--- config.mk ---
export PLATFORM = sky130hd
export DESIGN_NAME = dec_key_debounce
export DESIGN_NICKNAME = d
export VERILOG_FILES = /design/src/rtl/dec_key_debounce.sv
export SDC_FILE = /design/constraint.sdc
export NUM_CORES = 1
export LEC_CHECK = 0
export ABC_CLOCK_PERIOD_IN_PS = 3700
export BUFFER_PORTS_ARGS = -buffer_cell sky130_fd_sc_hd__buf_4
export CAP_MARGIN = 5
export CELL_PAD_IN_SITES_DETAIL_PLACEMENT = 1
export CELL_PAD_IN_SITES_GLOBAL_PLACEMENT = 1
export CORE_UTILIZATION = 40
export CTS_CLUSTER_DIAMETER = 120
export DETAILED_ROUTE_END_ITERATION = 8
export PLACE_DENSITY = 0.67
export SETUP_SLACK_MARGIN = 0.05
export SYNTH_ARGS = -nofsm -noshare
export SYNTH_HDL_FRONTEND = slang
export SYNTH_SLANG_ARGS = --single-unit
--- constraint.sdc ---
create_clock -name clk -period 3.7 [get_ports clk]
set_input_delay 0.74 -clock clk [delete_from_list [all_inputs] [get_ports clk]]
set_output_delay 0.74 -clock clk [all_outputs]
set_load 0.05 [all_outputs]
--- src/rtl/dec_key_debounce.sv ---
// Ten-key keypad front-end: 2-flop synchroniser, debounce FSM, multi-key rejection.
// Optional auto-repeat while a key is held is enabled by defining KEY_REPEAT_EN.
module dec_key_debounce #(
  parameter int DEB_CYCLES    = 20000,
  parameter int REPEAT_CYCLES = 5000000
) (
  input  logic       clk,
  input  logic       rst,
  input  logic [9:0] keys,
  output logic [9:0] dec,
  output logic       valid,
  output logic       key_down,
  output logic       err
);

  localparam int CNT_MAX = (DEB_CYCLES > REPEAT_CYCLES) ? DEB_CYCLES : REPEAT_CYCLES;
  localparam int CW      = $clog2(CNT_MAX + 1);

  typedef enum logic [1:0] {
    IDLE     = 2'd0,
    DEBOUNCE = 2'd1,
    HELD     = 2'd2,
    RELEASE  = 2'd3
  } state_t;

  state_t          state_r, state_s;
  logic [9:0]      sync1_r, ks_r;
  logic [9:0]      cand_r, cand_s;
  logic [9:0]      dec_s;
  logic [CW-1:0]   cnt_r, cnt_s, cnt_inc_s;
  logic            valid_s, err_s, key_down_s;
  logic            multi_s, onehot_s, deb_done_s;

  function automatic logic is_multi(input logic [9:0] v);
    return |(v & (v - 10'd1));
  endfunction

  function automatic logic is_onehot(input logic [9:0] v);
    return (v != 10'd0) && !is_multi(v);
  endfunction

  assign multi_s    = is_multi(ks_r);
  assign onehot_s   = is_onehot(ks_r);
  assign deb_done_s = (cnt_r == CW'(DEB_CYCLES - 1));
  // Saturating increment so the counter can never wrap back into a match.
  assign cnt_inc_s  = (cnt_r == CW'(CNT_MAX)) ? cnt_r : cnt_r + CW'(1);

  always_ff @(posedge clk or posedge rst) begin
    if (rst) begin
      sync1_r <= 10'd0;
      ks_r    <= 10'd0;
    end else begin
      sync1_r <= keys;
      ks_r    <= sync1_r;
    end
  end

  always_ff @(posedge clk or posedge rst) begin
    if (rst) begin
      state_r <= IDLE;
    end else begin
      state_r <= state_s;
    end
  end

  always_comb begin
    state_s = state_r;
    case (state_r)
      IDLE: begin
        if (multi_s) begin
          state_s = RELEASE;
        end else if (onehot_s) begin
          state_s = DEBOUNCE;
        end else begin
          state_s = IDLE;
        end
      end
      DEBOUNCE: begin
        if (multi_s) begin
          state_s = RELEASE;
        end else if (ks_r == cand_r) begin
          state_s = deb_done_s ? HELD : DEBOUNCE;
        end else begin
          state_s = IDLE;
        end
      end
      HELD: begin
        if (ks_r != dec) begin
          state_s = RELEASE;
        end else begin
          state_s = HELD;
        end
      end
      RELEASE: begin
        if ((ks_r == 10'd0) && deb_done_s) begin
          state_s = IDLE;
        end else begin
          state_s = RELEASE;
        end
      end
      default: state_s = IDLE;
    endcase
  end

  always_comb begin
    cnt_s   = cnt_r;
    cand_s  = cand_r;
    dec_s   = dec;
    valid_s = 1'b0;
    err_s   = 1'b0;
    case (state_r)
      IDLE: begin
        if (multi_s) begin
          err_s = 1'b1;
          cnt_s = CW'(0);
        end else if (onehot_s) begin
          cand_s = ks_r;
          cnt_s  = CW'(1);
        end else begin
          cnt_s = cnt_r;
        end
      end
      DEBOUNCE: begin
        if (multi_s) begin
          err_s = 1'b1;
          cnt_s = CW'(0);
        end else if ((ks_r == cand_r) && deb_done_s) begin
          dec_s   = cand_r;
          valid_s = 1'b1;
          cnt_s   = CW'(0);
        end else if (ks_r == cand_r) begin
          cnt_s = cnt_inc_s;
        end else begin
          cnt_s = cnt_r;
        end
      end
      HELD: begin
        if (ks_r != dec) begin
          cnt_s = CW'(0);
`ifdef KEY_REPEAT_EN
        end else if (cnt_r == CW'(REPEAT_CYCLES - 1)) begin
          valid_s = 1'b1;
          cnt_s   = CW'(0);
        end else begin
          cnt_s = cnt_inc_s;
        end
`else
        end else begin
          cnt_s = cnt_r;
        end
`endif
      end
      RELEASE: begin
        // Any nonzero sample restarts the all-keys-up qualification.
        if ((ks_r == 10'd0) && deb_done_s) begin
          cnt_s = CW'(0);
        end else if (ks_r == 10'd0) begin
          cnt_s = cnt_inc_s;
        end else begin
          cnt_s = CW'(0);
        end
      end
      default: begin
        cnt_s = CW'(0);
      end
    endcase
    key_down_s = (state_s == HELD);
  end

  always_ff @(posedge clk or posedge rst) begin
    if (rst) begin
      cnt_r    <= CW'(0);
      cand_r   <= 10'd0;
      dec      <= 10'd0;
      valid    <= 1'b0;
      err      <= 1'b0;
      key_down <= 1'b0;
    end else begin
      cnt_r    <= cnt_s;
      cand_r   <= cand_s;
      dec      <= dec_s;
      valid    <= valid_s;
      err      <= err_s;
      key_down <= key_down_s;
    end
  end

endmodule

=== After elaboration in Yosys (flattened, before gate mapping) ===
Cells that the tools add are included.
Widths: inputs -> output; s select.

* Flip-flop bits (word level): 68
* Bits of input ports: 12
* Output and inout bits: 13
* Logic and storage cells: 59

* $add $sub $neg: 2
* Eq/ne operators: 11
* Multiplexer cells: 23
* Bitwise operators: 2
* Reduce and logical (&&, ||, !) cells: 12

{| class="wikitable"
|+ Operator list
! operator !! number
|-
| $mux 23 || 9
|-
| $pmux 23 s4 || 1
|-
| $add 23x1->23 const B || 1
|-
| $eq 23x15->1 const B || 1
|-
| $eq 23x23->1 const B || 1
|-
| $and 10x10->10 || 1
|-
| $eq 10x10->1 || 1
|-
| $logic_not 10->1 || 1
|-
| $mux 2 || 5
|-
| $ne 10x10->1 || 1
|-
| $reduce_bool 10->1 || 1
|-
| $reduce_or 10->1 || 1
|-
| $sub 10x1->10 const B || 1
|-
| $reduce_and 3->1 || 3
|-
| $pmux 2 s4 || 1
|-
| $mux 1 || 7
|-
| $eq 2x2->1 const B || 3
|-
| $ne 4x4->1 const B || 1
|-
| $logic_and 1x1->1 || 3
|-
| $ne 3x3->1 const B || 1
|-
| $eq 2x1->1 const B || 1
|-
| $logic_not 2->1 || 1
|-
| $ne 2x2->1 const B || 1
|-
| $reduce_or 2->1 || 1
|-
| other kinds (2) || 2
|}

=== Longest topological paths before layout ===
* Word-level depth: 9
* Depth in mapped cells: 9
* Gate-level depth less buffers: 8

=== Worst setup path after synthesis ===
Ideal clock, no wire load.

* Path kind: reg2reg
* Start: reg ks_r[3]
* End: reg cand_r[0]
* Library setup time: 125 ps
* Data arrival time: 2582 ps
* Data required time: 3575 ps
* Slack: 993 ps
* Stages on the path, launching flop included: 8
* Buffers on the path: 1
* Cells stage by stage: dfrtp_1 -> or4_4 -> a2111oi_4 -> o32ai_2 -> or2_4 -> or3_4 -> buf_6 -> mux2_4

* Longest elaborated chain between the ends: 6
* Elaborated cells on any way between the ends: 8
* Classes of those cells: add/sub (1); bitwise (2); reduce/logical (5)

{| class="wikitable"
|+ RTL lines
! element !! line !! RTL
|-
| start, declared || 27 || <nowiki>logic [9:0] sync1_r, ks_r;</nowiki>
|-
| start signal, assigned || 54 || <nowiki>ks_r <= sync1_r;</nowiki>
|-
| $sub 10x1->10 || 35 || <nowiki>return |(v & (v - 10'd1));</nowiki>
|-
| $and 10x10->10 || 35 ||
|-
| $reduce_or 10->1 || 35 ||
|-
| $logic_not 1->1 || 39 || <nowiki>return (v != 10'd0) && !is_multi(v);</nowiki>
|-
| $logic_and 1x1->1 || 39 ||
|-
| $reduce_and 3->1 (no source line) * || - ||
|-
| end signal, assigned || 180 || <nowiki>cand_r <= cand_s;</nowiki>
|-
| end, declared || 28 || <nowiki>logic [9:0] cand_r, cand_s;</nowiki>
|}

Mark *: on every way between the ends. The rest lies on a longest branch, timed or not.
A chain may end at the register's enable or synchronous reset.

=== Final worst setup path ===
* Start: reg ks_r[3]
* End: reg cnt_r[9]

* Longest elaborated chain between the ends: 7
* Elaborated cells on any way between the ends: 21
* Classes of those cells: add/sub (1); eq/ne (5); mux (6); bitwise (1); reduce/logical (8)

{| class="wikitable"
|+ RTL lines
! element !! line !! RTL
|-
| $sub 10x1->10 || 35 ||
|-
| $and 10x10->10 || 35 ||
|-
| $reduce_or 10->1 || 35 ||
|-
| $logic_not 1->1 || 39 ||
|-
| $logic_and 1x1->1 || 39 ||
|-
| $ne 3x3->1 (no source line) || - ||
|-
| $reduce_and 3->1 (no source line) || - ||
|-
| end signal, assigned || 179 || <nowiki>cnt_r <= cnt_s;</nowiki>
|-
| end, declared || 30 || <nowiki>logic [CW-1:0] cnt_r, cnt_s, cnt_inc_s;</nowiki>
|}

Parallel ways exist; a longest one is shown, timed or not.

==> summary.txt <==
Die
  • Die Y-Extent: 93.49 µm
  • Initial core utilization: 0.4096
  • Die Area: 8740 µm²
  • FP Rows: 33
  • Core area: 8175 µm²
  • IO Count: 25
  • Die width: 93.49 µm

Drt
  • DR vias: 2456
  • Routed vias/inst: 5.620
  • Post-DR wirelength/cell: 17.59 µm
  • Detailed-route wire length: 7687 µm
  • Final ANT Viol Nets: 0
  • DR pass1 iterations: 4
  • DRC errors left: 0
  • DRT iter0 DRCs: 112

STA
  • Hold Fails Final Rpt: 0
  • Worst Skew: 10.01 ps
  • Fmax achieved: 323.8 MHz
  • Final TNS setup: 0 ps
  • Final worst path period share: 0.8347
  • PnR worst setup slack: 611.5 ps
  • RSZ-0062 raised after global routing: no
  • Setup-failing EPs final: 0
  • Relative slew slack: 0.4331
  • Fin crit period: 3089 ps
  • Count of pins over their slew limit: 0
  • Slew @ Worst Pin: 850.3 ps

GRT
  • Largest net degree at the start of global routing: 69
  • Remaining global-route overflow: 0
  • First-pass GRT wire length: 13100 µm
  • Initial antenna violation count: 0
  • Vias in the first global route: 2548
  • Total GRT Usage: 0.1993

Yosys
  • Adder-Cell Fraction of Synth Area: 0.01046
  • Mapped Area: 3348 µm²
  • Mux share of post-synthesis cell area: 0.07586
  • Dominant synthesized flop cell: dfrtp_1
  • Sequential share of the synthesized area: 0.5082
  • Commonest cells in the netlist: dfrtp_1, o21ai_0, nor2_1
  • Distinct cell type count after synthesis: 60
  • Number of synthesized flops with an enable pin: 0
  • Cell taking the most area after synthesis: dfrtp_1
  • Yosys reg bits: 68
  • Synth top area cells: dfrtp_1, mux2_2, mux2_4, xor2_1, o21ai_0
  • Synth Area in XOR/XNOR: 0.05232
  • Largest family of logic cells by synthesized area: simple AND/OR/NAND/NOR gates
  • Synth top area share: 0.5082
  • Synthesized Nets: 315
  • Mean Syn Cell Area: 11.12 µm²
  • Cell with the most instances after synthesis: dfrtp_1
  • Post-Synth Simple-Gate Area: 0.1768
  • Synth Area in Compound Gates: 0.1476
  • Cells after Synth: 301
  • Asr flop ratio synth: 1.000
  • Ys Warns: 0

Clock tree
  • Clock slew at reported path FFs: 80 ps
  • Post-CTS Resized: 0
  • Clk Latency, worst-skew pair: 350 ps
  • Postcts setup bufs: 0
  • Maximum clock path buffer count: 2
  • Post-cts hold buffer count: 0
  • Htree depth: 3
  • CTS tree: done
  • Num Clock Sinks: 68
  • Root Driver: clkbuf_8
  • Number of buffers created by CTS: 9

Cells and area
  • Filler Cell Count: 880
  • Layout cells sized above 1: 0.2289
  • Final nets: 341
  • Diode count: 0
  • Layout area overhead: 16.37%

Critical path
  • Critical path cell sequence: or4_4 > a2111oi_4 > o32ai_2 > o311a_1 > o211ai_1 > nor4_1 > a21o_1
  • Worst R2R End: cnt_r[9]
  • CP max FO: 16
  • CP Depth: 7
  • Reg2reg setup slack: 610 ps
  • CP top delay family: compound AO/OA/AOI/OAI gates
  • CP Launch Point: ks_r[3]
  • Data arrival, critical path: 3330 ps
  • CP Class: flop to flop
  • Crit end category: flop
  • Highest-delay cell along the critical path: or4_4
  • CP startpoint kind: flop
  • WP buf/inv: 0
  • Worst r2r src: ks_r[3]
  • Worst EP required: 3940 ps
  • Crit-path max cell delay: 600 ps
  • Reg2reg path depth: 7
  • CP Capture Point: cnt_r[9]

Power
  • Pwr Total: 1.588 mW
  • PwrDens: 407.5 nW/µm²
  • LEAKAGE: 1.733 nW
  • Worst vdd ir: 0.2076 mV

Worst hold path
  • Hold-critical path depth: 0
  • Hold_sp: sync1_r[5]
  • Hold Path Class: flop to flop

Job
  • Maxcap violations: 0

Placed design
  • RePlAce Congestion: 0.8095
  • Pre-CTS WS: 643.1 ps
  • Port Buffers: 24
  • Post-DP HPWL: 5347 µm

Run status
  • Status: completed
-- state kept, by name, summed over array words and instances, names as in the netlist --
signal    cells
cand_r       10
cnt_r        23
dec          10
err           1
key_down      1
ks_r         10
state_r       2
sync1_r      10
valid         1
-- metal layers --
| layer | routed length [µm] | part of all wire | global-route usage |
|---|---|---|---|
| met1 | 4077 | 0.53 | 0.2972 |
| met5 | 0 | 0 | 0 |
| met4 | 124 | 0.016 | 0.08077 |
| met2 | 3315 | 0.43 | 0.2843 |
| met3 | 170 | 0.022 | 0.03415 |
-- per-stage QoR --
| stage | cells | instance area (µm²) | utilization | hold slack [ps] |
|---|---|---|---|---|
| floorplan | 301 | 3348 | - | 331.2 |
| global placement | 421 | 3638 | 0.4451 | 332.5 |
| detailed placement | 421 | 3638 | 0.4451 | 335.8 |
| CTS | 437 | 3896 | 0.4766 | 354.9 |
| global route | 437 | 3896 | 0.4766 | 360.9 |
| finish | 437 | 3896 | 0.4766 | 350.7 |
-- cells by family after synthesis --
group / count (synthesis)
DFF: 68
and+or+nand+nor: 104
AOI/OAI and AO/OA: 63
buffers and inverters: 23
xor gates and xnor gates: 20
muxes: 20
adders and majority gates: 3
-- power by group --
| part | switching [mW] | total [mW] | internal [mW] |
|---|---|---|---|
| clock network | 0.291 | 0.778 | 0.487 |
| logic | 0.0229 | 0.0406 | 0.0177 |
| registers | 0.0153 | 0.769 | 0.754 |
| total | 0.329 | 1.59 | 1.26 |
-- placed cells by master (no fill, tap or decap), types with 6 or more instances in the layout --
cell type / n
nor3_1: 11
clkbuf_8: 11
mux2_4: 8
nand4_1: 8
buf_4: 30
dfrtp_1: 68
nand2_1: 13
nor2_1: 15
inv_1: 7
nand3_1: 11
a22o_1: 7
nor4_1: 7
nor2b_1: 10
mux2_2: 11
o21ai_0: 17
a32o_1: 6
xnor2_1: 8
xor2_1: 12
-- worst min-delay path by stage --
| stage | end | slack (ps) |
|---|---|---|
| after detailed placement | ks_r[7] | 340 |
| final | ks_r[5] | 350 |
| after global routing | ks_r[5] | 360 |
| after global placement | ks_r[9] | 330 |
| after CTS | ks_r[0] | 350 |
| after floorplan | ks_r[0] | 330 |
-- final cells by class --
cell class / count / area (µm²) / share of cell area
clock buffer: 11 / 151.4 / 0.03886
clock inverter: 5 / 106.4 / 0.02730
inverter: 8 / 30.03 / 0.007707
multi-input combinational: 210 / 1550 / 0.3979
sequential: 68 / 1702 / 0.4367
tap: 105 / 131.4 / 0.03372
timing repair buffer: 30 / 225.2 / 0.05780
No activity file was read; power rests on OpenSTA's default activity.
